## config.mk

```make
export PLATFORM = sky130hd
export DESIGN_NAME = square_finder
export DESIGN_NICKNAME = d
export VERILOG_FILES = /design/src/rtl/square_pkg.sv /design/src/rtl/binary_to_bcd_sequential.sv /design/src/rtl/square_finder.sv
export SDC_FILE = /design/constraint.sdc
export NUM_CORES = 1
export LEC_CHECK = 0
export BUFFER_PORTS_ARGS = -buffer_cell sky130_fd_sc_hd__buf_4
export CAP_MARGIN = 20
export CORE_MARGIN = 2
export CORE_UTILIZATION = 63
export CTS_BUF_LIST = sky130_fd_sc_hd__clkbuf_4 sky130_fd_sc_hd__clkbuf_8
export DETAILED_ROUTE_END_ITERATION = 10
export PLACE_DENSITY = 0.94
export SETUP_SLACK_MARGIN = 0.4
export SYNTH_ARGS = -nofsm -noshare
export SYNTH_HDL_FRONTEND = slang
export SYNTH_HIERARCHICAL = 1
export SYNTH_SLANG_ARGS = --single-unit
export TNS_END_PERCENT = 1
```

## constraint.sdc

```tcl
create_clock -name clock -period 6.9 [get_ports clock]
set_clock_uncertainty 0.1 [all_clocks]
set_input_delay 0.69 -clock clock [delete_from_list [all_inputs] [get_ports clock]]
set_output_delay 0.69 -clock clock [all_outputs]
set_load 0.02 [all_outputs]
```

## src/rtl/square_pkg.sv

```systemverilog
// ----------------------------------------------------------------------------
// square_pkg
// Shared definitions for the sequential squarer and its BCD converter.
//   state_t      : control states of square_finder
//   DEFAULT_*    : default operand width and BCD digit count
//   bcdAdjust()  : double-dabble digit correction (+3 when digit >= 5)
// ----------------------------------------------------------------------------
package square_pkg;

  localparam int DEFAULT_WIDTH  = 8;
  localparam int DEFAULT_DIGITS = 5;

  localparam logic [3:0] BCD_ADJUST_THRESHOLD = 4'd5;
  localparam logic [3:0] BCD_ADJUST           = 4'd3;

  typedef enum logic [1:0] {
    IDLE,
    MULTIPLY,
    CONVERT,
    DONE
  } state_t;

  // A digit of 5 or more would become >= 10 after the next left shift,
  // so it is pre-corrected by +3 to carry into the next digit instead.
  function automatic logic [3:0] bcdAdjust(input logic [3:0] digit);
    return (digit >= BCD_ADJUST_THRESHOLD) ? digit + BCD_ADJUST : digit;
  endfunction

endpackage

```

## src/rtl/binary_to_bcd_sequential.sv

```systemverilog
// ----------------------------------------------------------------------------
// binary_to_bcd_sequential
// Clocked double-dabble converter, one bit per clock.
// Ports:
//   clock, reset : system clock, synchronous active-high reset
//   i_load       : capture i_bin and begin a conversion (IN_WIDTH cycles)
//   i_bin        : unsigned binary value to convert
//   o_done       : high during the cycle whose rising edge completes the
//                  conversion (combinational, one cycle wide)
//   o_bcd        : packed BCD result, valid while o_done is high
// ----------------------------------------------------------------------------
module binary_to_bcd_sequential
  import square_pkg::*;
#(
  parameter int IN_WIDTH = 2 * DEFAULT_WIDTH,
  parameter int DIGITS   = DEFAULT_DIGITS
) (
  input  logic                  clock,
  input  logic                  reset,
  input  logic                  i_load,
  input  logic [IN_WIDTH-1:0]   i_bin,
  output logic                  o_done,
  output logic [4*DIGITS-1:0]   o_bcd
);

  localparam int CW = $clog2(IN_WIDTH + 1);

  logic [IN_WIDTH-1:0] r_bin;
  logic [4*DIGITS-1:0] r_bcd;
  logic [CW-1:0]       r_count;
  logic                r_active;

  logic [4*DIGITS-1:0] w_adjusted;
  logic [4*DIGITS-1:0] w_bcdShifted;
  logic                w_lastStep;

  // Correct every digit before the shift of this step.
  always_comb begin
    w_adjusted = r_bcd;
    for (int d = 0; d < DIGITS; d++) begin
      w_adjusted[4*d +: 4] = bcdAdjust(r_bcd[4*d +: 4]);
    end
  end

  // The top bit of the BCD field falls off; DIGITS is sized so it is always 0.
  assign w_bcdShifted = (w_adjusted << 1) | {{(4*DIGITS-1){1'b0}}, r_bin[IN_WIDTH-1]};
  assign w_lastStep   = r_active && (r_count == CW'(IN_WIDTH - 1));

  assign o_done = w_lastStep;
  assign o_bcd  = w_bcdShifted;

  // Shift register and step counter; load takes priority over stepping.
  always_ff @(posedge clock) begin
    if (reset) begin
      r_bin    <= '0;
      r_bcd    <= '0;
      r_count  <= '0;
      r_active <= 1'b0;
    end else if (i_load) begin
      r_bin    <= i_bin;
      r_bcd    <= '0;
      r_count  <= '0;
      r_active <= 1'b1;
    end else if (r_active) begin
      r_bcd    <= w_bcdShifted;
      r_bin    <= r_bin << 1;
      r_count  <= r_count + CW'(1);
      if (w_lastStep) begin
        r_active <= 1'b0;
      end
    end
  end

endmodule

```

## src/rtl/square_finder.sv

```systemverilog
// ----------------------------------------------------------------------------
// square_finder
// Sequential squarer: shift-and-add multiply of alpha by itself (WIDTH
// cycles) followed by a sequential binary-to-BCD conversion (2*WIDTH cycles).
// Ports:
//   clock, reset   : system clock, synchronous active-high reset
//   start          : request a new square; honoured only in IDLE
//   alpha          : unsigned operand, captured when start is accepted
//   busy           : high in MULTIPLY and CONVERT
//   done           : one-cycle pulse when square/square_decimal update
//   square         : registered 2*WIDTH-bit product
//   square_decimal : registered packed BCD of square, digit 0 in [3:0]
// ----------------------------------------------------------------------------
module square_finder
  import square_pkg::*;
#(
  parameter int WIDTH  = DEFAULT_WIDTH,
  parameter int DIGITS = DEFAULT_DIGITS
) (
  input  logic                 clock,
  input  logic                 reset,
  input  logic                 start,
  input  logic [WIDTH-1:0]     alpha,
  output logic                 busy,
  output logic                 done,
  output logic [2*WIDTH-1:0]   square,
  output logic [4*DIGITS-1:0]  square_decimal
);

  localparam int CW = $clog2(WIDTH + 1);

  state_t               r_state;
  state_t               w_nextState;

  logic [2*WIDTH-1:0]   r_mcand;
  logic [WIDTH-1:0]     r_mplier;
  logic [2*WIDTH-1:0]   r_acc;
  logic [CW-1:0]        r_count;

  logic [2*WIDTH-1:0]   w_accNext;
  logic                 w_accept;
  logic                 w_loadConv;
  logic                 w_capture;
  logic                 w_convDone;
  logic [4*DIGITS-1:0]  w_convBcd;

  assign w_accNext = r_mplier[0] ? (r_acc + r_mcand) : r_acc;

  // State register.
  always_ff @(posedge clock) begin
    if (reset) begin
      r_state <= IDLE;
    end else begin
      r_state <= w_nextState;
    end
  end

  // Next-state and control decode. The converter is loaded with w_accNext so
  // the final multiply step and the converter load share the same edge.
  always_comb begin
    w_nextState = r_state;
    w_accept    = 1'b0;
    w_loadConv  = 1'b0;
    w_capture   = 1'b0;
    busy        = 1'b0;
    done        = 1'b0;
    case (r_state)
      IDLE: begin
        if (start) begin
          w_accept    = 1'b1;
          w_nextState = MULTIPLY;
        end
      end
      MULTIPLY: begin
        busy = 1'b1;
        if (r_count == CW'(WIDTH - 1)) begin
          w_loadConv  = 1'b1;
          w_nextState = CONVERT;
        end
      end
      CONVERT: begin
        busy = 1'b1;
        if (w_convDone) begin
          w_capture   = 1'b1;
          w_nextState = DONE;
        end
      end
      DONE: begin
        done        = 1'b1;
        w_nextState = IDLE;
      end
      default: begin
        w_nextState = IDLE;
      end
    endcase
  end

  // Shift-and-add multiplier datapath; the accumulator holds the product
  // through CONVERT so it can be published alongside the BCD result.
  always_ff @(posedge clock) begin
    if (reset) begin
      r_mcand  <= '0;
      r_mplier <= '0;
      r_acc    <= '0;
      r_count  <= '0;
    end else if (w_accept) begin
      r_mcand  <= {{WIDTH{1'b0}}, alpha};
      r_mplier <= alpha;
      r_acc    <= '0;
      r_count  <= '0;
    end else if (r_state == MULTIPLY) begin
      r_acc    <= w_accNext;
      r_mcand  <= r_mcand << 1;
      r_mplier <= r_mplier >> 1;
      r_count  <= r_count + CW'(1);
    end
  end

  // Published results change only on the edge entering DONE.
  always_ff @(posedge clock) begin
    if (reset) begin
      square         <= '0;
      square_decimal <= '0;
    end else if (w_capture) begin
      square         <= r_acc;
      square_decimal <= w_convBcd;
    end
  end

  binary_to_bcd_sequential #(
    .IN_WIDTH (2 * WIDTH),
    .DIGITS   (DIGITS)
  ) u_bcd (
    .clock  (clock),
    .reset  (reset),
    .i_load (w_loadConv),
    .i_bin  (w_accNext),
    .o_done (w_convDone),
    .o_bcd  (w_convBcd)
  );

endmodule

```

==> flow_summary.ini <==
[grt]
grt_usage = 0.287
antenna_found_initial = 0
grt_max_degree = 70
grt_pass1_wl_mm = 25.4
globalRoute.totalOverflow = 0
grt_pass1_vias = 5451

[drt]
dr.first_iter.drc_count = 459
totalWireLength_mm = 15.8
num_vias = 5781
drc = 0
detail_route.wl_per_cell_um = 16.7
ant_nets = 0
dr.pass1.iters = 7
viasPerCell = 6.10

[critical_path]
rrSetupSlack_ns = 3.68
r2r_start = r_state[1]$_SDFFE_PP0P_
crit_top_cell = buf_4
end_kind = register
slowest_stage = or2_1
cp-endpoint = u_bcd/r_bcd[17]$_SDFFE_PP0P_
cp.depth = 9
timing.critical_path.arrival_ns = 3.42
worst-endpoint-required_ns = 7.10
cp-startpoint = r_state[1]$_SDFFE_PP0P_
crit-reg2reg-capture = u_bcd/r_bcd[17]$_SDFFE_PP0P_
cpPeakStageDelay_ns = 0.80
worstSetupStartpointType = register
crit_family = simple AND/OR/NAND/NOR gates
critical_path_class = register to register
critPathMaxFanout = 35
reg2regPathDepth = 9
crit_buf_inv = 3
worstPathCellList = inv_1, ha_1, buf_4, nand2_1, nor3b_2, buf_4, or2_1, or4_1, o311ai_1

[floorplan]
fp.dieH_um = 105
start_util = 0.650
core_area_um2 = 9820
io_pins = 49
die_x_um = 105
dieArea_um2 = 11000
rows = 36

[synthesis]
synthCells = 774
synth_flop_cell = dfxtp_1
synth_top_area_share = 0.389
synth_edf_count = 0
ys_seq_area_frac = 0.389
yosysUniqueCellTypes = 60
synth.top_cells.by_area = dfxtp_1, a21oi_1, mux2i_1
synth.avg_cell_area_um2 = 8.25
synth_top_area_cell = dfxtp_1
syn_nets = 819
ys_ff_latch = 124
async_reset_ff_frac = 0
yosysWarnings = 6
synth.cell_area_um2 = 6390

[cells_and_area]
nets = 847
n_antenna_cell = 0
n_fill_cell = 658
layout_common_cells = nand2_1, dfxtp_1, a21oi_1, nor2_1, buf_4
final_common_cell = nand2_1
drive_above_1_share = 0.152
area_growth_pct = 12.1

[clock_network]
cts.clk_slew.worst_paths_ns = 0.07
post-cts-setup-buffer-count = 0
clk_latency_ns = 0.45
cts_buffer_depth = 2
cts-root-buf = clkbuf_8
numCtsBuffers = 17
hold_buffers = 0
cts_tree = done
cts_sinks = 124
htree_num_levels = 4
postCtsResizedCells = 0

[power]
powerDensity_nw_per_um2 = 255
p_leak_uw = 0.00282
ir_worst_vdd_mv = 0.181

[sta]
clock.fmax_mhz = 311
layout_min_cycle_time_ns = 3.22
fin_setup_tns_ns = 0
finalSetupViolations = 0
rsz0062_at_grt = no
slew_headroom = 0.356
worst_pin_slew_ns = 0.964
whs_ns = 0.357
post-route-period-util = 0.466
final_hold_viol_count = 0
slew_violations = 0

[outcome]
status = complete, no violations

[worst_hold_path]
hold_path_class = register to register

[placement]
port_buffers = 48
gp_congestion = 0.898
dp_hpwl_mm = 10.1

[run]
maxCapViolCount = 0
-- logic make-up (layout without fill, tap and decap cells) --
kind of cell | after synthesis | after routing | synth area share
adders and majority gates | 34 | 34 | 0.0678
and+or+nand+nor | 274 | 274 | 0.182
muxes | 59 | 59 | 0.0948
buffers and inverters | 71 | 112 | 0.0482
AOI/OAI and AO/OA | 191 | 191 | 0.190
xor gates and xnor gates | 21 | 21 | 0.0288
DFF | 124 | 124 | 0.389
-- layout make-up --
class	count	area (µm²)	share of cell area
multi-input combinational	579	3600	0.503
sequential	124	2480	0.347
timing repair buffer	54	425	0.0594
clock buffer	17	234	0.0327
tap	133	166	0.0233
clock inverter	15	149	0.0208
inverter	26	97.6	0.0136
-- worst min-delay path by stage --
stage / slack [ns] / depth (start not counted) / start / to
5_1_grt: 0.38 / 2 / square_decimal[1]$_SDFFE_PP0P_ / square_decimal[1]$_SDFFE_PP0P_
6_report: 0.36 / 2 / square_decimal[7]$_SDFFE_PP0P_ / square_decimal[7]$_SDFFE_PP0P_
4_1_cts: 0.36 / 2 / square_decimal[7]$_SDFFE_PP0P_ / square_decimal[7]$_SDFFE_PP0P_
2_1_floorplan: 0.36 / 2 / r_acc[14]$_SDFFE_PP0P_ / square[14]$_SDFFE_PP0P_
3_5_place_dp: 0.35 / 2 / square_decimal[18]$_SDFFE_PP0P_ / square_decimal[18]$_SDFFE_PP0P_
3_3_place_gp: 0.34 / 2 / square_decimal[12]$_SDFFE_PP0P_ / square_decimal[12]$_SDFFE_PP0P_
-- through the flow --
step,util,total power [µW],cells,setup WS (ns),area [µm²]
final,0.729,1820,948,3.68,7160
after global routing,0.729,1900,948,3.47,7160
after CTS,0.725,1820,946,3.60,7120
after detailed placement,0.686,1200,914,3.72,6740
after global placement,0.686,1180,914,3.91,6740
after floorplan,-,1110,774,4.54,6390
-- registers in the layout, summed over array words and instances (netlist names) --
signal,cells
r_acc,16
r_count,4
r_mcand,16
r_mplier,8
r_state,2
square,16
square_decimal,20
u_bcd/r_active,1
u_bcd/r_bcd,20
u_bcd/r_bin,16
u_bcd/r_count,5
-- cells in the mapped netlist, drive strengths merged (2+ instances only) --
cell type / n
a2111oi: 2
a211oi: 4
a21o: 6
a21oi: 109
a311oi: 5
a31o: 7
a31oi: 8
and2: 2
and3: 2
buf: 19
clkbuf: 26
dfxtp: 124
ha: 33
inv: 26
mux2: 12
mux2i: 47
nand2: 125
nand2b: 6
nand3: 10
nand4: 8
nor2: 88
nor2b: 8
nor3: 14
nor3b: 2
o211ai: 4
o21a: 8
o21ai: 20
o21bai: 8
or2: 3
or3: 2
xnor2: 15
xor2: 6
-- metal layers --
layer	global-route usage	vias to the layer above	routed length (µm)
met3	0.0649	71	1140
met2	0.507	291	7840
met4	0.139	0	673
li1	-	2733	-
met5	0	-	0
met1	0.327	2686	6150
-- power by group --
| part | internal [µW] | switching [µW] |
|---|---|---|
| registers | 760 | 53.6 |
| logic | 151 | 240 |
| clock network | 317 | 300 |
-- worst reg2reg max path, delay by kind of cell, from the launching register on --
kind / cells / cell delay, ns
AND/OR/NAND/NOR: 4 / 1.46
buffers and inverters: 3 / 0.89
flip-flops: 1 / 0.35
adder cells (fa/ha/maj): 1 / 0.16
AO/OA/AOI/OAI: 1 / 0.10
No activity file was read; power rests on OpenSTA's default activity.
